==> config.mk <==
export PLATFORM = sky130hd
export DESIGN_NAME = fetch_unit
export DESIGN_NICKNAME = d
export VERILOG_FILES = /design/src/rtl/fetch_unit.sv
export SDC_FILE = /design/constraint.sdc
export NUM_CORES = 1
export LEC_CHECK = 0
export ABC_AREA = 1
export CELL_PAD_IN_SITES_DETAIL_PLACEMENT = 1
export CELL_PAD_IN_SITES_GLOBAL_PLACEMENT = 1
export CORE_MARGIN = 3
export CORE_UTILIZATION = 40
export CTS_CLUSTER_DIAMETER = 60
export CTS_CLUSTER_SIZE = 8
export DETAILED_ROUTE_END_ITERATION = 8
export DONT_BUFFER_PORTS = 1
export HOLD_SLACK_MARGIN = 0.02
export PLACE_DENSITY = 0.77
export SLEW_MARGIN = 20
export SYNTH_ARGS = -nofsm -noshare
export SYNTH_HDL_FRONTEND = slang
export SYNTH_SLANG_ARGS = --single-unit
==> constraint.sdc <==
create_clock -name clk -period 16.2 [get_ports clk]
set_clock_uncertainty 0.05 [all_clocks]
set_input_delay 2.43 -clock clk [delete_from_list [all_inputs] [get_ports clk]]
set_output_delay 2.43 -clock clk [all_outputs]
set_load 0.01 [all_outputs]
==> src/rtl/fetch_unit.sv <==
// Instruction-fetch stage with IF/ID output register and a one-entry skid buffer.
// Issues single-outstanding requests over a req/ack handshake, holds one extra
// word while decode stalls, and redirects on a taken branch from execute.
// Optional build macro FETCH_PERF_CNT_EN adds kept-fetch and flush counters.
module fetch_unit #(
  parameter int                  PC_WIDTH = 32,
  parameter logic [PC_WIDTH-1:0] RESET_PC = '0,
  parameter logic [31:0]         NOP_INST = 32'h00000013
) (
  input  logic                clk,
  input  logic                reset,
  output logic                imem_req,
  output logic [PC_WIDTH-1:0] imem_addr,
  input  logic                imem_ack,
  input  logic [31:0]         imem_rdata,
  input  logic                stall,
  input  logic                branch_taken,
  input  logic [PC_WIDTH-1:0] branch_target,
  output logic [31:0]         inst_code,
  output logic [PC_WIDTH-1:0] pc_out,
`ifdef FETCH_PERF_CNT_EN
  output logic [31:0]         perf_fetch_cnt,
  output logic [31:0]         perf_flush_cnt,
`endif
  output logic                inst_valid
);

  typedef enum logic [1:0] {
    FETCH   = 2'd0,
    HOLD    = 2'd1,
    DISCARD = 2'd2
  } state_t;

  localparam logic [PC_WIDTH-1:0] ALIGN_MASK = ~(PC_WIDTH'(3));
  localparam logic [PC_WIDTH-1:0] RESET_ADDR = RESET_PC & ALIGN_MASK;

  state_t              state, state_n;
  logic [PC_WIDTH-1:0] pc, pc_n;
  logic                req_n;
  logic [PC_WIDTH-1:0] addr_n;
  logic [31:0]         code_n;
  logic [PC_WIDTH-1:0] pcout_n;
  logic                valid_n;
  logic [31:0]         skid_inst, skid_inst_n;
  logic [PC_WIDTH-1:0] skid_pc, skid_pc_n;

  logic                accept;
  logic                drain;
  logic                kept;
  logic [PC_WIDTH-1:0] target;
  logic [PC_WIDTH-1:0] pc_plus4;

  assign accept   = imem_req & imem_ack;
  assign drain    = ~stall | ~inst_valid;
  assign target   = branch_target & ALIGN_MASK;
  assign pc_plus4 = pc + PC_WIDTH'(4);

  // Next-state and next-register logic; a taken branch overrides everything.
  // The skid buffer is full exactly when the FSM sits in HOLD.
  always_comb begin
    state_n     = state;
    pc_n        = pc;
    req_n       = imem_req;
    addr_n      = imem_addr;
    code_n      = inst_code;
    pcout_n     = pc_out;
    valid_n     = inst_valid;
    skid_inst_n = skid_inst;
    skid_pc_n   = skid_pc;
    kept        = 1'b0;

    if (branch_taken) begin
      pc_n    = target;
      valid_n = 1'b0;
      code_n  = NOP_INST;
      unique case (state)
        FETCH: begin
          if (imem_req && !imem_ack) begin
            state_n = DISCARD;
          end else begin
            req_n  = 1'b1;
            addr_n = target;
          end
        end
        HOLD: begin
          state_n = FETCH;
          req_n   = 1'b1;
          addr_n  = target;
        end
        DISCARD: begin
          if (accept) begin
            state_n = FETCH;
            addr_n  = target;
          end
        end
        default: state_n = FETCH;
      endcase
    end else begin
      unique case (state)
        FETCH: begin
          if (!imem_req) begin
            req_n  = 1'b1;
            addr_n = pc;
          end
          if (accept) begin
            kept = 1'b1;
            pc_n = pc_plus4;
            if (drain) begin
              code_n  = imem_rdata;
              pcout_n = imem_addr;
              valid_n = 1'b1;
              addr_n  = pc_plus4;
            end else begin
              skid_inst_n = imem_rdata;
              skid_pc_n   = imem_addr;
              req_n       = 1'b0;
              state_n     = HOLD;
            end
          end else if (!stall) begin
            valid_n = 1'b0;
            code_n  = NOP_INST;
          end
        end
        HOLD: begin
          if (!stall) begin
            code_n  = skid_inst;
            pcout_n = skid_pc;
            valid_n = 1'b1;
            req_n   = 1'b1;
            addr_n  = pc;
            state_n = FETCH;
          end
        end
        DISCARD: begin
          if (accept) begin
            addr_n  = pc;
            state_n = FETCH;
          end
          if (!stall) begin
            valid_n = 1'b0;
            code_n  = NOP_INST;
          end
        end
        default: state_n = FETCH;
      endcase
    end
  end

  // State, request, IF/ID output and skid registers.
  always_ff @(posedge clk or posedge reset) begin
    if (reset) begin
      state      <= FETCH;
      pc         <= RESET_ADDR;
      imem_req   <= 1'b0;
      imem_addr  <= RESET_ADDR;
      inst_code  <= NOP_INST;
      pc_out     <= RESET_ADDR;
      inst_valid <= 1'b0;
      skid_inst  <= '0;
      skid_pc    <= '0;
    end else begin
      state      <= state_n;
      pc         <= pc_n;
      imem_req   <= req_n;
      imem_addr  <= addr_n;
      inst_code  <= code_n;
      pc_out     <= pcout_n;
      inst_valid <= valid_n;
      skid_inst  <= skid_inst_n;
      skid_pc    <= skid_pc_n;
    end
  end

`ifdef FETCH_PERF_CNT_EN
  // Count words actually kept and every cycle a flush is requested.
  always_ff @(posedge clk or posedge reset) begin
    if (reset) begin
      perf_fetch_cnt <= '0;
      perf_flush_cnt <= '0;
    end else begin
      if (kept) perf_fetch_cnt <= perf_fetch_cnt + 32'd1;
      if (branch_taken) perf_flush_cnt <= perf_flush_cnt + 32'd1;
    end
  end
`else
  logic unused_kept;
  assign unused_kept = kept;
`endif

endmodule

Word level (Yosys, flattened, before mapping)
Cells that the tools add are included.
- register bits: 196
- input port bits: 69
- output and inout port bits: 98
- add/subtract/negate cells: 1
- eq/ne operators: 12
- multiplexer cells: 43
- bitwise operators: 6
- reduce and logical (&&, ||, !) cells: 15
- operators with widths (cell ; count):
    $mux W32 ; 19
    $pmux W32 S3 ; 3
    $pmux W32 S2 ; 1
    $add A32 B3 Y32 const B ; 1
    $ne A3 B3 Y1 const B ; 5
    $mux W2 ; 6
    $reduce_and A4 Y1 ; 3
    $mux W1 ; 9
    $ne A2 B2 Y1 const B ; 4
    $pmux W2 S3 ; 1
    $reduce_and A3 Y1 ; 2
    $reduce_bool A2 Y1 ; 3
    $reduce_and A5 Y1 ; 1
    $ne A4 B4 Y1 const B ; 1
    $not A1 Y1 ; 4
    $pmux W1 S2 ; 2
    $pmux W2 S2 ; 1
    $reduce_bool A4 Y1 ; 1
    $pmux W1 S3 ; 1
    $reduce_bool A3 Y1 ; 1
    $eq A2 B1 Y1 const B ; 1
    $eq A2 B2 Y1 const B ; 1
    $logic_not A2 Y1 ; 1
    $reduce_and A2 Y1 ; 1
    other kinds (4) ; 4

Longest topological paths before layout
Gate-level depths: netlist of the first run.
- depth after elaboration: 6
- mapped depth: 12
- gate-level depth less buffers: 12

Worst setup path after synthesis of the first run
OpenSTA, ideal clock, no wires.
- kind: input port to flip-flop
- from: input port stall
- to: register pc_out[27]
- arrival: 3.622 ns
- required time: 16.029 ns
- path slack: 12.407 ns
- cell stages on the path: 6
- buffers on the path: 2
- cell sequence: buf_6 nand2_4 inv_2 a2111oi_4 buf_6 o21ai_1
- cells in the longest elaborated chain, start to end: 4
- elaborated cells on any way between the ends: 5
- classes of those cells: eq/ne: 2; bitwise: 2; reduce/logical: 1
- ends and longest elaborated chain (item ; line ; source):
    from (decl) ; 16 ; input logic stall,
    $not A1 Y1 ; 54 ; assign drain = ~stall | ~inst_valid;
    $or A1 B1 Y1 ; 54 ;
    $ne A2 B2 Y1 (no line) ; -- ;
    $reduce_and A5 Y1 (no line) * ; -- ;
    to (signal assigned) ; 167 ; pc_out <= pcout_n;
    to (decl) ; 20 ; output logic [PC_WIDTH-1:0] pc_out,
Every way passes the cells marked *; elsewhere a longest branch is shown, timed or not.
A chain may end at the register's enable or synchronous reset.

Final worst setup path of the first run
- from: input port branch_taken
- to: register imem_addr[2]
- cells in the longest elaborated chain, start to end: 2
- elaborated cells on any way between the ends: 4
- classes of those cells: eq/ne: 2; mux: 1; reduce/logical: 1
- ends and longest elaborated chain (item ; line ; source):
    from (decl) ; 17 ; input logic branch_taken,
    $ne A3 B3 Y1 (no line) ; -- ;
    $reduce_and A4 Y1 (no line) ; -- ;
    to (signal assigned) ; 165 ; imem_addr <= addr_n;
    to (decl) ; 13 ; output logic [PC_WIDTH-1:0] imem_addr,
Several ways; a longest one is shown, not always the timed one.

==> results.py, run 1 <==
metrics = {
    "critical_path": {
        "crit_path_end_kind": "register",
        "reg2reg_slack_ps": 12990,
        "critical_path_arrival_ps": 4460,
        "cp_slowest_cell": "buf_4",
        "crit_end": "imem_addr[2]",
        "critPathLaunch": "branch_taken",
        "cp_num_cells": 11,
        "crit_path_max_fanout": 76,
        "regToRegEndpoint": "imem_addr[4]",
        "critPathLaunchType": "primary input",
        "path_common_cell": "nand2_1",
        "slowest_delay_ps": 400,
        "crit_buf_inv": 5,
        "path_class": "in2reg",
        "crit_family": "buffers and inverters",
        "cp.required_ps": 16430,
        "path_cells": "clkinv_1, buf_4, nor3_1, nand2_1, nand2_1, inv_1, nand2_1, buf_4, inv_2, nor2_1, a31oi_1",
        "reg2reg_from": "imem_req",
        "ff2ff_path_depth": 8,
    },
    "place": {
        "placed_area_mm2": 0.0109,
        "finalWeightedCongestion": 0.850,
        "place_ws_ps": 11600,
        "hpwl_um": 22300,
        "io_buffers": 0,
    },
    "global_route": {
        "grt_pass1_vias": 9578,
        "grt_pass1_wl_um": 53700,
        "gr-usage-met2_pct": 36.1,
        "grt-ovfl-total": 0,
        "grt_use_met3_pct": 6.67,
        "track_usage_pct": 23.3,
        "busiest_layer": "met2",
        "grt_max_degree": 130,
        "use_met1_pct": 32.4,
        "grt_antenna_before_repair": 2,
    },
    "finish": {
        "finish.utilization_pct": 43.9,
        "nFillCells": 3207,
        "final_common_cell": "nand2_1",
        "nNetsFinal": 1422,
        "drive_above_1_share_pct": 8.89,
        "layout_common_cells": "nand2_1, dfrtp_1, inv_1, o21ai_0, a21oi_1",
        "num_antenna_cells": 0,
        "stdcell_area_mm2": 0.0115,
        "area_growth_pct": 6.68,
    },
    "pwr": {
        "p_switching_mw": 1.08,
        "power.density_mw_per_mm2": 198,
        "p_seq_share_pct": 40.6,
        "ir_drop_uv": 141,
        "netSwitchingFraction_pct": 47.5,
        "p_leak_nw": 5.25,
        "pwr-share-clk_pct": 19.3,
        "p_comb_share_pct": 40.1,
        "power.internal_mw": 1.20,
    },
    "outcome": {
        "outcome": "complete, no violations",
    },
    "detailed_routing": {
        "drc": 0,
        "avgViaCountPerCell": 5.59,
        "via_count": 9474,
        "drtIter0Drc": 820,
        "dr.pass1.iters": 5,
        "wirelength_um": 33800,
        "antenna_left": 0,
        "wire_per_inst_um": 19.9,
    },
    "floorplan": {
        "ios": 167,
        "dieHeight_um": 170,
        "num_rows": 59,
        "dieArea_mm2": 0.0290,
        "start_util_pct": 41.1,
        "die_w_um": 170,
        "core_area_mm2": 0.0263,
    },
    "timing": {
        "rsz0062_at_grt": "no",
        "period_share_pct": 26.1,
        "slew_viol_final": 0,
        "setup_viol": 0,
        "min_period_ps": 4230,
        "fin_tns_setup_ps": 0,
        "slew_headroom_pct": 38.3,
        "hold_viol": 0,
        "tightest_slew_ps": 925,
        "max_freq_ghz": 0.236,
        "setup_slack_ps": 11970,
    },
    "logic_synthesis": {
        "yosysWarnings": 0,
        "netlist_area_mm2": 0.0108,
        "muxShareOfSynthArea_pct": 1.56,
        "synth-compound-area-share_pct": 22.1,
        "synthAdderAreaFrac_pct": 0.579,
        "synthXorXnorAreaFrac_pct": 1.13,
        "yosysSeqAreaShare_pct": 45.0,
        "ys_types": 42,
        "async_flop_share_pct": 100,
        "ys_seq_elements": 194,
        "synth_edf_count": 0,
        "postSynthCellCount": 1406,
        "synth_top_family_by_area": "compound AO/OA/AOI/OAI gates",
        "syn_nets": 1480,
        "yosys.area_share.simple_pct": 19.9,
        "synth_ff_type": "dfrtp_1",
        "syn_avg_cell_area_um2": 7.69,
    },
    "job": {
        "maxCapViolCount": 0,
    },
    "min_path": {
        "min-delay-path-class": "reg2reg",
    },
    "cts": {
        "ctsResizeCount": 0,
        "post_cts_buffers": 0,
        "clockBufferDepth": 2,
        "root_buffer": "clkbuf_16",
        "hold_buffers": 0,
        "clock-sinks": 194,
        "tritoncts": "yes",
        "h-tree-depth": 4,
        "cts_buffers": 17,
        "clk_pin_slew_ps": 70,
        "clkLatencyLatePin_ps": 440,
    },
}
==> final cells by class <==
cell class	instances	area [µm²]	share of cell area [%]
clock buffers	17	425	3.69
clock inverters	15	179	1.55
inverters	169	647	5.61
multi-input cells	954	4900	42.5
flip-flops and latches	194	4860	42.1
well taps	335	419	3.64
repair buffers	12	93.8	0.814
==> worst min path at each step <==
stage / slack, ps / endpoint / cells past startpoint / startpoint
floorplan: 390 / skid_inst[0] / 2 / skid_inst[0]
global placement: 410 / skid_inst[4] / 2 / skid_inst[4]
detailed placement: 410 / skid_inst[4] / 2 / skid_inst[4]
CTS: 430 / skid_inst[4] / 2 / skid_inst[4]
global route: 460 / skid_inst[0] / 2 / skid_inst[0]
finish: 430 / skid_inst[4] / 2 / skid_inst[4]
==> through the flow <==
stage	hold slack [ps]	power [mW]	cells
after floorplan	392	1.58	1406
after global placement	406	1.80	1664
after detailed placement	412	1.85	1664
after CTS	430	2.29	1696
after global routing	458	2.47	1696
final	426	2.28	1696
==> flip-flops by register name, indices dropped and copies added, names as in the netlist <==
register and flops:
imem_addr 32, inst_code 32, pc_out 32, skid_inst 32, skid_pc 32, pc 30, state 2, imem_req 1
inst_valid 1
==> worst register-to-register path, delay by kind of cell, from the launching register on <==
kind | cells | cell delay (ps)
and+or+nand+nor | 2 | 1020
buffers and inverters | 2 | 970
AOI/OAI and AO/OA | 4 | 600
DFF | 1 | 440
==> Yosys cell counts, types with 16 or more instances <==
master      n  area (µm²)
dfrtp_1   191        4780
nor2_1     98         368
nand2_1   333        1250
nor3_1     16        80.1
inv_1     163         612
nand3_1    52         260
nand2_2    20         125
buf_2      19        95.1
o21ai_0   142         711
o21ai_2    20         175
clkbuf_1   53         199
a21oi_1    99         495
a22oi_1    16         120
o22ai_1    32         200
==> cells by family after synthesis <==
kind of cell / count (synthesis)
compound gates: 394
xor+xnor: 14
fa+ha+maj: 5
buf+inv: 258
flops: 194
mux: 15
simple gates: 526
==> power by group through the flow <==
| stage | Combinational, mW | Clock (mW) | Sequential (mW) |
|---|---|---|---|
| after global routing | 1.04 | 0.474 | 0.954 |
| after CTS | 0.915 | 0.451 | 0.927 |
| after global placement | 0.870 | 0 | 0.926 |
| after floorplan | 0.726 | 0 | 0.850 |
| final | 0.914 | 0.440 | 0.927 |
| after detailed placement | 0.909 | 0 | 0.936 |
==> routing by layer <==
metal  vias up  wire length, µm
li1       4533                -
met1      4718            15600
met2       191            15400
met3        30             2250
met4         2              509
met5         -               13
Note: power is estimated with default switching activity, not from simulation.
==> run 2, diff against run 1 <==
- PLACE_DENSITY: 0.77 -> 0.8
- clock period: 16.2 -> 3.53 ns (I/O delays scaled with it)
==> run 2 against run 1 <==
  * Sequential power rose to 4.6 times the previous value
  * Clock-buffer cell count rose by 1
  * Flip-flop and latch count did not move
  * Setup slack got worse by 11000 ps
  * Final area grew 1.2%
  * Wire length is 0.91% higher
  * Critical path depth down 2
  * Power increased to 4.6 times the previous value
  * Sequential share of layout area down 0.49 points
==> results.py, run 2 (same netlist as run 1, synthesis figures left out) <==
metrics = {
    "outcome": {
        "outcome": "complete, no violations",
    },
    "timing": {
        "slew_headroom_pct": 42.9,
        "period_share_pct": 84.2,
        "setup_slack_ps": 559,
        "min_period_ps": 2970,
        "fin_tns_setup_ps": 0,
        "tightest_slew_ps": 857,
        "slew_viol_final": 0,
        "max_freq_ghz": 0.337,
        "setup_viol": 0,
        "hold_viol": 0,
        "rsz0062_at_grt": "no",
    },
    "finish": {
        "layout_common_cells": "nand2_1, dfrtp_1, inv_1, o21ai_0, a21oi_1",
        "drive_above_1_share_pct": 9.35,
        "nFillCells": 3232,
        "final_common_cell": "nand2_1",
        "nNetsFinal": 1430,
        "area_growth_pct": 7.93,
        "stdcell_area_mm2": 0.0117,
        "num_antenna_cells": 0,
    },
    "critical_path": {
        "reg2reg_slack_ps": 560,
        "crit_buf_inv": 3,
        "cp_slowest_cell": "ha_1",
        "ff2ff_path_depth": 9,
        "cp.required_ps": 3760,
        "reg2reg_from": "state[0]",
        "critPathLaunchType": "register",
        "critical_path_arrival_ps": 3200,
        "path_class": "reg2reg",
        "path_cells": "inv_1, ha_1, inv_1, nor2_1, nor2_1, nand2_1, inv_2, nor2_1, a31oi_1",
        "crit_path_max_fanout": 27,
        "crit_family": "simple AND/OR/NAND/NOR gates",
        "slowest_delay_ps": 730,
        "regToRegEndpoint": "imem_addr[2]",
        "path_common_cell": "nor2_1",
        "crit_path_end_kind": "register",
    },
    "min_path": {
        "holdPathStages": 1,
        "min-delay-path-class": "in2reg",
        "hold_start": "imem_rdata[11]",
        "hold_end": "skid_inst[11]",
    },
    "detailed_routing": {
        "wire_per_inst_um": 20.0,
        "via_count": 9566,
        "dr.pass1.iters": 5,
        "avgViaCountPerCell": 5.61,
        "antenna_left": 0,
        "drtIter0Drc": 548,
        "drc": 0,
        "wirelength_um": 34100,
    },
    "floorplan": {
        "die_w_um": 170,
        "dieHeight_um": 170,
        "start_util_pct": 41.1,
        "num_rows": 59,
        "ios": 167,
        "core_area_mm2": 0.0263,
        "dieArea_mm2": 0.0290,
    },
    "place": {
        "io_buffers": 0,
        "placed_area_mm2": 0.0110,
        "finalWeightedCongestion": 0.867,
        "place_ws_ps": 580,
        "hpwl_um": 23400,
    },
    "pwr": {
        "netSwitchingFraction_pct": 46.8,
        "power.density_mw_per_mm2": 904,
        "p_switching_mw": 4.94,
        "pwr-share-clk_pct": 19.6,
        "p_comb_share_pct": 40.0,
        "power.internal_mw": 5.60,
        "p_leak_nw": 5.31,
        "ir_drop_uv": 370,
        "p_seq_share_pct": 40.5,
    },
    "global_route": {
        "grt_pass1_wl_um": 54500,
        "grt_antenna_before_repair": 0,
        "grt_max_degree": 85,
        "track_usage_pct": 23.6,
        "grt_pass1_vias": 9896,
        "grt-ovfl-total": 0,
    },
    "cts": {
        "cts_buffers": 17,
        "root_buffer": "clkbuf_16",
        "clkLatencyLatePin_ps": 440,
        "clk_pin_slew_ps": 90,
        "clock-sinks": 194,
        "h-tree-depth": 4,
        "tritoncts": "yes",
        "clockBufferDepth": 2,
        "post_cts_buffers": 0,
    },
    "job": {
        "maxCapViolCount": 0,
    },
}
==> run 2: cell count changes in the layout (fill, tap and decap cells not counted), sizes merged <==
cell         previous run  this run
buf                    12        19
dlygate4sd3             0         1
clkbuf                 17        18
inv                   176       174
clkinvlp                1         2
clkinv                  7         6
bufinv                  0         1
==> run 2: through the flow <==
step                      utilization [%]  power [mW]  cells  hold slack, ps
after floorplan                         -        7.23   1406             392
after global placement               41.9        8.24   1670             406
after detailed placement             41.9        8.51   1670             413
after CTS                            44.3        10.6   1702             164
after global routing                 44.4        11.4   1704             157
final                                44.4        10.5   1704             177
==> run 2: routing by layer <==
layer,up-vias,global-route usage [%],part of all wire (%)
met5,-,0,0
met2,205,37.7,47
met4,0,6.38,1.9
li1,4542,-,-
met3,38,5.51,5.8
met1,4781,32.4,46
==> run 2: final cells by class <==
type                            instances  area (µm²)  share of cell area [%]
Multi-Input combinational cell        954        4900                    42.1
Clock inverter                         14         183                    1.57
Sequential cell                       194        4860                    41.7
Timing Repair Buffer                   20         215                    1.85
Inverter                              169         643                    5.51
Clock buffer                           18         439                    3.77
Tap cell                              335         419                    3.59
==> run 2: timing repair <==
action	CTS	global route
hold buffers	0	1
endpoints found under the hold margin	0	6
gates resized for setup	0	0
==> run 2: worst max path at each step <==
| stage | start | endpoint | slack, ps | cells after the start |
|---|---|---|---|---|
| finish | state[0] | imem_addr[2] | 560 | 9 |
| global placement | state[0] | imem_addr[19] | 650 | 9 |
| floorplan | reset | imem_addr[0] | 450 | 1 |
| global route | state[0] | imem_addr[2] | 280 | 9 |
| detailed placement | state[0] | imem_addr[2] | 580 | 9 |
| CTS | state[0] | imem_addr[2] | 560 | 9 |
==> run 2: power groups by stage <==
stage	registers [mW]	logic, mW	clock network [mW]
after detailed placement	4.31	4.20	0
final	4.27	4.21	2.06
after CTS	4.26	4.23	2.10
after global routing	4.39	4.84	2.19
after global placement	4.26	3.98	0
after floorplan	3.90	3.33	0
==> run 3, diff against run 2 <==
- ABC_AREA: 1 -> 0
- PLACE_DENSITY: 0.8 -> 0.74
- clock period: 3.53 -> 2.8 ns (I/O delays scaled with it)
==> run 3 against run 2 <==
  * Largest power group unchanged
  * Sequential share of layout area is 0.74 points higher
  * Fmax up 14%
  * Critical endpoint is now imem_addr[5]
  * Non-clock buffer count increased by 28
  * Cell count shrank 20%
  * Die area fell by 3.8%
  * Synthesized cell count decreased by 25%
  * Via count shrank 12%
  * Synthesized area is 3.9% lower
  * Wire length fell by 6.4%
==> results.py, run 3 <==
metrics = {
    "outcome": {
        "outcome": "complete, no violations",
    },
    "cts": {
        "clock-sinks": 194,
        "clockBufferDepth": 2,
        "cts_buffers": 17,
        "tritoncts": "yes",
        "post_cts_buffers": 0,
        "clkLatencyLatePin_ps": 440,
        "clk_pin_slew_ps": 80,
        "h-tree-depth": 4,
        "root_buffer": "clkbuf_16",
    },
    "critical_path": {
        "critPathLaunchType": "register",
        "critical_path_arrival_ps": 2930,
        "cp.required_ps": 3110,
        "crit_path_max_fanout": 20,
        "path_class": "reg2reg",
        "crit_path_end_kind": "register",
    },
    "finish": {
        "stdcell_count": 1370,
        "num_antenna_cells": 0,
        "area_growth_pct": 10.4,
        "finish.utilization_pct": 45.2,
        "multi_input_area_mm2": 0.00512,
        "regArea_mm2": 0.00486,
        "drive_above_1_share_pct": 16.4,
        "layout_common_cells": "dfrtp_1, a21oi_1, nor2_1, nand2_1, mux2_2",
        "final_common_cell": "dfrtp_1",
        "nFillCells": 2801,
        "nNetsFinal": 1101,
    },
    "timing": {
        "min_period_ps": 2610,
        "whs_ps": 45.5,
        "slew_headroom_pct": 44.5,
        "fin_tns_setup_ps": 0,
        "setup_viol": 0,
        "tightest_slew_ps": 832,
        "period_share_pct": 93.3,
        "rsz0062_at_grt": "no",
        "hold_viol": 0,
        "slew_viol_final": 0,
        "max_freq_ghz": 0.383,
    },
    "global_route": {
        "grt_antenna_before_repair": 1,
        "grt_max_degree": 109,
        "grt_pass1_wl_um": 51400,
        "grt-ovfl-total": 0,
        "grt_pass1_vias": 9014,
        "track_usage_pct": 22.8,
    },
    "detailed_routing": {
        "via_count": 8420,
        "antenna_left": 0,
        "drc": 0,
        "drtIter0Drc": 483,
        "wirelength_um": 31900,
        "wire_per_inst_um": 23.3,
        "avgViaCountPerCell": 6.15,
        "dr.pass1.iters": 9,
    },
    "logic_synthesis": {
        "yosysMostFrequentCell": "dfrtp_1",
        "syn_nets": 1131,
        "yosys-top-cells-area": "dfrtp_1, mux2_2, a21oi_1",
        "postSynthCellCount": 1057,
        "yosysTopAreaCell": "dfrtp_1",
        "synth_top_area_share_pct": 46.0,
        "netlist_area_mm2": 0.0104,
        "ys_seq_elements": 194,
        "synthTopCellsByCount": "dfrtp_1, a21oi_1, nor2_1",
        "yosysWarnings": 0,
        "async_flop_share_pct": 100,
        "synth_edf_count": 0,
        "syn_avg_cell_area_um2": 9.82,
        "synth_ff_type": "dfrtp_1",
        "ys_types": 74,
        "yosysSeqAreaShare_pct": 46.8,
    },
    "place": {
        "dp_cells": 1335,
        "io_buffers": 0,
        "finalWeightedCongestion": 0.863,
        "hpwl_um": 21200,
    },
    "floorplan": {
        "die_w_um": 167,
        "start_util_pct": 41.0,
        "dieHeight_um": 167,
        "ios": 167,
        "core_area_mm2": 0.0253,
        "dieArea_mm2": 0.0279,
        "num_rows": 58,
    },
    "pwr": {
        "fin_total_pwr_mw": 12.2,
        "power.density_mw_per_mm2": 1070,
        "ir_drop_uv": 436,
        "p_leak_nw": 4.68,
    },
    "job": {
        "maxCapViolCount": 0,
    },
    "min_path": {
        "min-delay-path-class": "in2reg",
    },
}
run 3: cell types whose count changed in the layout (fill, tap and decap cells not counted), sizes merged, moves of 29 or more:
cell / previous run / this run
inv: 174 / 19
mux2: 15 / 69
mux2i: 0 / 40
nand2: 355 / 69
o21ai: 174 / 60
and3: 0 / 29
run 3: report_power, final:
group / internal [mW] / total [mW] / leakage, nW / switching, mW
Sequential: 3.84 / 5.11 / 2.42 / 1.27
Combinational: 1.88 / 4.59 / 1.97 / 2.71
Clock: 1.30 / 2.53 / 0.297 / 1.23
Total: 7.02 / 12.2 / 4.68 / 5.22
run 3: worst max-delay path, stage by stage, from the launching register on:
cell,delay (ps)
dfrtp_1,430
inv_1,110
ha_1,320
a31o_2,310
a211o_1,630
a21oi_1,330
buf_4,190
nor2_1,40
a31oi_1,130
run 3: area by class of cell:
type / count / area share [%]
timing repair buffer: 48 / 3.54
inverter: 14 / 0.491
tap: 330 / 3.60
multi-input combinational: 752 / 44.7
sequential: 194 / 42.4
clock inverter: 14 / 1.45
clock buffer: 18 / 3.83
run 3: layer usage:
layer,up-vias,part of all wire [%],global-route usage (%)
met2,248,49,37.9
met4,2,1.3,4.88
met5,-,0.063,0
met1,4282,43,29.6
met3,30,7.3,6.80
li1,3858,-,-
run 3: worst paths after layout:
check / start / end / slack (ps) / depth (start not counted)
max in group asynchronous: reset / skid_pc[23] / 1620 / 3
min in group asynchronous: reset / skid_pc[12] / 600 / 3
worst min-delay path: branch_taken / inst_code[13] / 50 / 1
worst max register to register: state[0] / imem_addr[5] / 190 / 8
worst min register to register: skid_pc[31] / skid_pc[31] / 460 / 1
worst max-delay path: state[0] / imem_addr[5] / 190 / 8
run 3: timing repair:
item | in CTS | in global routing
endpoints found under the hold margin | 54 | 4
hold buffers | 2 | 1
resized for setup | 0 | 2
endpoints found under the setup margin | 0 | 21
run 3: kinds of logic (layout without fill, tap and decap cells):
logic type / Yosys count / count (layout) / share of synthesized area [%]
buffers and inverters: 111 / 94 / 4.33
adders and majority gates: 5 / 5 / 0.603
AOI/OAI and AO/OA: 305 / 305 / 19.8
DFF: 194 / 194 / 46.8
muxes: 109 / 109 / 11.3
xor gates and xnor gates: 29 / 29 / 2.45
and+or+nand+nor: 304 / 304 / 14.7
run 3: stage by stage:
| step | setup WS, ps | cell area [µm²] |
|---|---|---|
| after floorplan | -172 | 10400 |
| after global placement | 231 | 10800 |
| after detailed placement | 97.6 | 10800 |
| after CTS | 94.6 | 11400 |
| after global routing | 18.4 | 11500 |
| final | 186 | 11500 |
